`config.mk`:
```
export PLATFORM = sky130hd
export DESIGN_NAME = mem_io_responder
export DESIGN_NICKNAME = d
export VERILOG_FILES = /design/src/rtl/mem_io_pkg.sv /design/src/rtl/resp_timer.sv /design/src/rtl/mem_io_responder.sv
export SDC_FILE = /design/constraint.sdc
export NUM_CORES = 2
export LEC_CHECK = 0
export ABC_CLOCK_PERIOD_IN_PS = 4000
export BUFFER_PORTS_ARGS = -buffer_cell sky130_fd_sc_hd__clkbuf_2
export CAP_MARGIN = 20
export CORE_MARGIN = 1.5
export CORE_UTILIZATION = 30
export CTS_CLUSTER_SIZE = 14
export DETAILED_ROUTE_END_ITERATION = 12
export GPL_TIMING_DRIVEN = 0
export PLACE_DENSITY = 0.51
export REMOVE_ABC_BUFFERS = 1
export SYNTH_ARGS = -nofsm -noshare
export SYNTH_HDL_FRONTEND = slang
export SYNTH_SLANG_ARGS = --single-unit
```
`constraint.sdc`:
```
create_clock -name clock_i -period 4 [get_ports clock_i]
set_clock_uncertainty 0.2 [all_clocks]
set_input_delay 0.6 -clock clock_i [delete_from_list [all_inputs] [get_ports clock_i]]
set_output_delay 0.6 -clock clock_i [all_outputs]
set_load 0.005 [all_outputs]
```
`src/rtl/mem_io_pkg.sv`:
```
// mem_io_pkg: shared region codes, timer offsets, control bit indices and timer FSM states
//   Region codes select the block by ADDR[15:12]; timer offsets select a register by ADDR[1:0].
package mem_io_pkg;
    localparam logic [3:0] REG_RAM = 4'h0;
    localparam logic [3:0] REG_LED = 4'h1;
    localparam logic [3:0] REG_SW  = 4'h3;
    localparam logic [3:0] REG_TMR = 4'h5;
    localparam logic [1:0] T_CTRL  = 2'd0;
    localparam logic [1:0] T_LOAD  = 2'd1;
    localparam logic [1:0] T_COUNT = 2'd2;
    localparam logic [1:0] T_STAT  = 2'd3;
    localparam int CTRL_EN   = 0;
    localparam int CTRL_AUTO = 1;
    typedef enum logic {T_IDLE, T_RUN} tstate_e;
endpackage

```
`src/rtl/resp_timer.sv`:
```
// resp_timer: interval timer with CTRL/LOAD/COUNT/STAT registers, only built with MEM_IO_TIMER_EN
//   clock_i   system clock, rising edge
//   resetn_i  synchronous active-low reset
//   sel_i     ADDR selects the timer region this cycle (counts as a read every cycle)
//   w_i       write strobe
//   off_i     register offset ADDR[1:0]
//   wdata_i   write data
//   rdata_o   combinational read data of the selected register
//   tf_o      timer flag TF
`ifdef MEM_IO_TIMER_EN
module resp_timer
    import mem_io_pkg::*;
(
    input  logic        clock_i,
    input  logic        resetn_i,
    input  logic        sel_i,
    input  logic        w_i,
    input  logic [1:0]  off_i,
    input  logic [15:0] wdata_i,
    output logic [15:0] rdata_o,
    output logic        tf_o
);
    tstate_e     state_q, state_d;
    logic        auto_q, auto_d, tf_q, tf_d;
    logic [15:0] load_q, load_d, count_q, count_d;
    logic        wr_ctrl, wr_load, run, expire;

    assign wr_ctrl = sel_i && w_i && off_i == T_CTRL;
    assign wr_load = sel_i && w_i && off_i == T_LOAD;
    assign run     = state_q == T_RUN;
    assign expire  = run && count_q == 16'd0;
    assign tf_o    = tf_q;

    always_ff @(posedge clock_i) begin
        state_q <= !resetn_i ? T_IDLE : state_d;
    end

    // EN is the FSM state itself, so a CTRL write decides the state outright.
    always_comb begin
        state_d = wr_ctrl ? (wdata_i[CTRL_EN] ? T_RUN : T_IDLE)
                : (expire && !auto_q) ? T_IDLE : state_q;
    end

    // Leaving RUN (EN cleared or one-shot expiry) freezes COUNT; expiry never wraps.
    always_comb begin
        auto_d  = wr_ctrl ? wdata_i[CTRL_AUTO] : auto_q;
        load_d  = wr_load ? wdata_i : load_q;
        count_d = !run ? (state_d == T_RUN ? load_q : count_q)
                : state_d == T_IDLE ? count_q
                : expire ? (auto_q ? load_q : count_q)
                : count_q - 16'd1;
        tf_d    = expire ? 1'b1 : (sel_i && off_i == T_STAT) ? 1'b0 : tf_q;
        rdata_o = off_i == T_CTRL  ? {14'h0, auto_q, run}
                : off_i == T_LOAD  ? load_q
                : off_i == T_COUNT ? count_q
                : {15'h0, tf_q};
    end

    always_ff @(posedge clock_i) begin
        if (!resetn_i) begin
            auto_q  <= 1'b0;
            load_q  <= 16'h0;
            count_q <= 16'h0;
            tf_q    <= 1'b0;
        end else begin
            auto_q  <= auto_d;
            load_q  <= load_d;
            count_q <= count_d;
            tf_q    <= tf_d;
        end
    end
endmodule
`endif

```
`src/rtl/mem_io_responder.sv`:
```
// mem_io_responder: memory-port responder decoding RAM, LED register, switches and optional timer (MEM_IO_TIMER_EN)
//   clock_i   system clock, rising edge
//   resetn_i  synchronous active-low reset
//   addr_i    word address from processor
//   dout_i    write data from processor
//   w_i       write strobe
//   din_o     registered read data, one cycle after addr_i
//   sw_i      asynchronous switch inputs
//   ledr_o    LED register
//   irq_t_o   timer flag (tied 0 without MEM_IO_TIMER_EN)
module mem_io_responder
    import mem_io_pkg::*;
#(
    parameter int RAM_AW = 8,
    parameter int LED_W  = 10,
    parameter int SW_W   = 10
) (
    input  logic             clock_i,
    input  logic             resetn_i,
    input  logic [15:0]      addr_i,
    input  logic [15:0]      dout_i,
    input  logic             w_i,
    output logic [15:0]      din_o,
    input  logic [SW_W-1:0]  sw_i,
    output logic [LED_W-1:0] ledr_o,
    output logic             irq_t_o
);
    logic [3:0]       region;
    logic [15:0]      ram_q [2**RAM_AW];
    logic [LED_W-1:0] led_q, led_d;
    logic [SW_W-1:0]  sw_meta_q, sw_q;
    logic [15:0]      din_q, din_d, tmr_rdata;
    logic             unused_addr;

    assign region      = addr_i[15:12];
    assign unused_addr = ^addr_i;
    assign din_o       = din_q;
    assign ledr_o      = led_q;

    // RAM has no reset; its nonblocking write keeps same-edge reads returning old data.
    always_ff @(posedge clock_i) begin
        if (w_i && region == REG_RAM) ram_q[addr_i[RAM_AW-1:0]] <= dout_i;
    end

    always_comb begin
        led_d = (w_i && region == REG_LED) ? dout_i[LED_W-1:0] : led_q;
        din_d = region == REG_RAM ? ram_q[addr_i[RAM_AW-1:0]]
              : region == REG_LED ? 16'(led_q)
              : region == REG_SW  ? 16'(sw_q)
              : region == REG_TMR ? tmr_rdata
              : 16'h0;
    end

    always_ff @(posedge clock_i) begin
        if (!resetn_i) begin
            led_q     <= '0;
            sw_meta_q <= '0;
            sw_q      <= '0;
            din_q     <= 16'h0;
        end else begin
            led_q     <= led_d;
            sw_meta_q <= sw_i;
            sw_q      <= sw_meta_q;
            din_q     <= din_d;
        end
    end

`ifdef MEM_IO_TIMER_EN
    resp_timer u_timer (
        .clock_i (clock_i),
        .resetn_i(resetn_i),
        .sel_i   (region == REG_TMR),
        .w_i     (w_i),
        .off_i   (addr_i[1:0]),
        .wdata_i (dout_i),
        .rdata_o (tmr_rdata),
        .tf_o    (irq_t_o)
    );
`else
    assign tmr_rdata = 16'h0;
    assign irq_t_o   = 1'b0;
`endif
endmodule
```
# After elaboration in Yosys (flattened, before gate mapping)
# Memory sizes are Yosys's and may differ from the RTL's.
# Index checks and enable logic that the tools add are counted.
classes:
  n_eq_ne: 2
  n_mux: 5
  n_reduce_logical: 3
op_table:
  columns: ["op", "n"]
  rows:
  - ["$mux 10", 2]
  - ["$mux 16", 1]
  - ["$eq 4x1->1 const B", 1]
  - ["$eq 4x2->1 const B", 1]
  - ["$logic_not 4->1", 1]
  - ["$logic_and 1x1->1", 2]
  - ["$mux 1", 2]
totals:
  reg_bits: 46
  ram_bits: 4096
  elab_cells: 15
  memories: 1
mem_list:
  columns: ["memory", "depth", "word_bits", "read_ports", "rd_clocked_by_memory_dff", "write_ports", "line", "rtl"]
  rows:
  - ["ram_q", 256, 16, 1, 0, 1, "mem_io_responder.sv:29", "logic [15:0] ram_q [2**RAM_AW];"]

# Logic depth before layout (Yosys ltp)
depth:
  depth_word: 4
  ltp_mapped: 13

# Worst setup path before layout
# No wires, ideal clock.
synth_path:
  kind: "input-to-reg"
  from: "input addr_i[1]"
  to: "memory ram_q[112][0] (enable)"
  setup_ps: 389
  arrival_time_ps: 3030
  required_time_ps: 3411
  slack_ps: 382
  path_stages: 10
  path_buffers: 7
  path_cell_list: "clkbuf_2 buf_4 buf_4 buf_4 buf_4 buf_2 nor3_1 nand2_1 buf_2 nor2_1"
synth_rtl:
  columns: ["element", "line", "rtl"]
  rows:
  - ["start: declaration", "mem_io_responder.sv:20", "input logic [15:0] addr_i,"]
  - ["end: declaration", "mem_io_responder.sv:29", null]
# Straight into the memory's write port.

# Worst setup path in the final report
layout_path:
  from: "input addr_i[3]"
  to: "register din_q[14], in the netlist din_o[14]"
layout_via:
  elab_chain_len: 2
layout_rtl:
  columns: ["element", "line", "rtl"]
  rows:
  - ["$mem_v2 256x16", null, null]
  - ["$mux 16", "mem_io_responder.sv:47", "din_d = region == REG_RAM ? ram_q[addr_i[RAM_AW-1:0]]"]
  - ["end signal: assignment", "mem_io_responder.sv:64", "din_q <= din_d;"]
  - ["end: declaration", "mem_io_responder.sv:32", "logic [15:0] din_q, din_d, tmr_rdata;"]
# Every way passes these cells.
# A chain may end at the register's enable or synchronous reset.

==> results.ini <==
[timing]
worst_pin_slew_ns=1.34
setup_violations=92
hold-worst-slack_ns=0.110
relSlewSlack_pct=10.6
fin_ws_ns=-0.150
hold_viol=0
rsz0062_at_grt=yes
post-route-period-util_pct=104
period_minus_slack_ns=4.15
final-max-slew-violation-count=0
max_freq_mhz=241

[placed_design]
pre_cts_ws_ns=-3.52
port_buffers=66
placed_area_sq_um=174000
hpwl_microns=301000
gp_congestion=0.816
dp_cells=14100

[clock_network]
clock-sinks=4142
insertion_delay_ns=1.01
cts_buffer_depth=4
numCtsBuffers=434
htreeDepth=5
path_clk_slew_ns=0.06
root_buffer=clkbuf_16
cts_tree=done

[critical_path]
cp-end-kind=register
crit_type=input port to register
critPathArrivalTime_ns=4.81
required_ns=4.66
worstSetupStartpointType=input port
crit_fanout=69

[grt]
gr-max-usage-layer=met2
track_usage_pct=17.5
grt_antenna_before_repair=38
grt_util_met1_pct=24.0
grt_max_degree=139
grt_pass1_vias=79100
use_met2_pct=28.6
grt_first_pass_wirelength_microns=656000
grt_overflow=0
grt_use_met3_pct=3.16

[yosys]
synth_fa_ha_area_share_pct=0
yosys_warnings=0
synth-simple-area-share_pct=2.13
synth_area_sq_um=159000
synthDistinctLibCells=73
synth_top_family_by_area=multiplexers
synth_seq_cells=4142
synth_ff_type=edfxtp_1
synth-compound-area-share_pct=2.25
synth-xor-area-share_pct=0
synthCells=7095
synth_area_per_cell_sq_um=22.4
synth_async_sr_flop_share_pct=0
synth_seq_area_share_pct=77.9
synthMuxAreaShare_pct=16.0
synth_edf_count=4096

[detailed_routing]
vias=78500
drtAntennaViolNets=0
routed_wl_microns=480000
drtIter0Drc=9788
first_pass_iters=6
viasPerCell=5.24
wl_per_cell_microns=32.0
drc=0

[final_layout]
fin_area_sq_um=190000
layout_commonest_cell=edfxtp_1
nNetsFinal=7665
seq_area_sq_um=124000
area_growth_pct=19.3
final_layout_size_suffix_gt1_share_pct=31.9
layout.cells.non_filler=15000
fillers=48200
multi_input_area_sq_um=34100
most-common-layout-cells=edfxtp_1 (4,096), mux4_2 (1,027), clkbuf_16 (448)

[power_and_ir_drop]
power.total_uw=91400
power_density_nw_per_um2=482
power_leakage_uw=0.0582
vdd_drop_max_mv=0.368

[die]
die_h_microns=731
rows=267
io_pins=72
dieArea_sq_um=535000
initial_utilization_pct=30.1
die_w_microns=731
core-area_sq_um=528000

[run]
drv_cap=0

[status]
status=complete, but fails checks
violations=setup timing

[hold_path]
hold_class=input port to register

-- registers in the layout (all words and copies together), names as in the netlist --
signal,count
ram_q,4096
din_o,16
ledr_o,10
sw_meta_q,10
sw_q,10
-- timing repair --
item	4_1_cts	5_1_grt
endpoints found under the hold margin	441	0
gates cloned	19	2
resized for setup	102	45
hold buffers	23	0
pin swaps	5	6
buffers inserted	8	7
endpoints found under the setup margin	1942	356
-- per-layer routing --
layer / vias to the layer above / routed length, microns
li1: 31200 / -
met1: 43200 / 197000
met2: 3290 / 230000
met3: 716 / 36500
met4: 14 / 15900
met5: - / 104
-- worst max-delay path: stages --
cell       delay (ns)
clkbuf_8         0.11
buf_16           0.35
buf_16           0.32
buf_16           0.38
and2_2           0.46
buf_12           0.26
a211o_1          0.18
o2bb2ai_1        0.20
a2111oi_2        0.75
o2111ai_1        0.26
and4b_1          0.33
a31oi_1          0.11
buf_4            0.23
-- where the power goes --
part / internal (uW) / switching (uW)
sequential: 47700 / 10.1
combinational: 1650 / 3060
clock: 22100 / 16900
total: 71500 / 20000
-- cell usage after synthesis, types with 11 or more instances --
| master | count | area, sq um |
|---|---|---|
| a22o_1 | 21 | 184 |
| a22oi_1 | 67 | 503 |
| and2_1 | 30 | 188 |
| nor4_1 | 12 | 75.1 |
| nand2_1 | 227 | 852 |
| nor3_1 | 31 | 155 |
| buf_6 | 61 | 687 |
| mux2i_1 | 196 | 1960 |
| buf_4 | 84 | 631 |
| a32oi_1 | 57 | 499 |
| a221oi_1 | 12 | 105 |
| nor2_1 | 307 | 1150 |
| a211oi_1 | 44 | 330 |
| edfxtp_1 | 4096 | 123000 |
| mux4_2 | 1027 | 23100 |
| nor2b_1 | 30 | 188 |
| buf_2 | 122 | 611 |
| mux2_2 | 37 | 417 |
| inv_1 | 11 | 41.3 |
| nand4_1 | 18 | 113 |
| a21oi_1 | 82 | 410 |
| buf_1 | 15 | 56.3 |
| clkbuf_1 | 133 | 499 |
| a31oi_1 | 29 | 181 |
| dfxtp_1 | 46 | 921 |
| o22ai_1 | 86 | 538 |
| nand3_1 | 53 | 265 |
| o32ai_1 | 20 | 175 |
| o21ai_0 | 18 | 90.1 |
-- logic make-up (layout without fill, tap and decap cells) --
| logic type | count (synthesis) | count (layout) |
|---|---|---|
| mux | 1260 | 1260 |
| compound gates | 497 | 497 |
| simple gates | 758 | 758 |
| buf+inv | 437 | 1317 |
| flops | 4142 | 4142 |
| other cells | 1 | 13 |
-- final cells by class --
| type | count | area share [%] |
|---|---|---|
| Sequential cell | 4142 | 65.3 |
| Multi-Input combinational cell | 2516 | 18.0 |
| Clock buffer | 548 | 6.09 |
| Timing Repair Buffer | 512 | 4.89 |
| Tap cell | 6994 | 4.61 |
| Clock inverter | 243 | 1.07 |
| Inverter | 13 | 0.0369 |
| Antenna cell | 12 | 0.0158 |
| Timing Repair inverter | 1 | 0.00462 |
-- final timing paths --
kind                                               end                     start  depth (start not counted)  slack (ns)
worst min register to register      sw_q[9]$_SDFF_PN0_   sw_meta_q[9]$_SDFF_PN0_                          1        0.24
worst max register to register    din_o[14]$_SDFF_PN0_  ram_q[217][14]$_DFFE_PP_                          8        0.62
worst max-delay path              din_o[14]$_SDFF_PN0_                 addr_i[3]                         13       -0.15
worst min-delay path            ram_q[46][6]$_DFFE_PP_                 dout_i[6]                          1        0.11
-- per-stage QoR --
stage | utilization [%] | TNS [ns]
after floorplan | - | 0
after global placement | 31.3 | -
after detailed placement | 33.0 | -4451.29
after CTS | 35.8 | -0.624
after global routing | 35.9 | -4.94
final | 35.9 | -3.59
(Power assumes the default switching activity.)
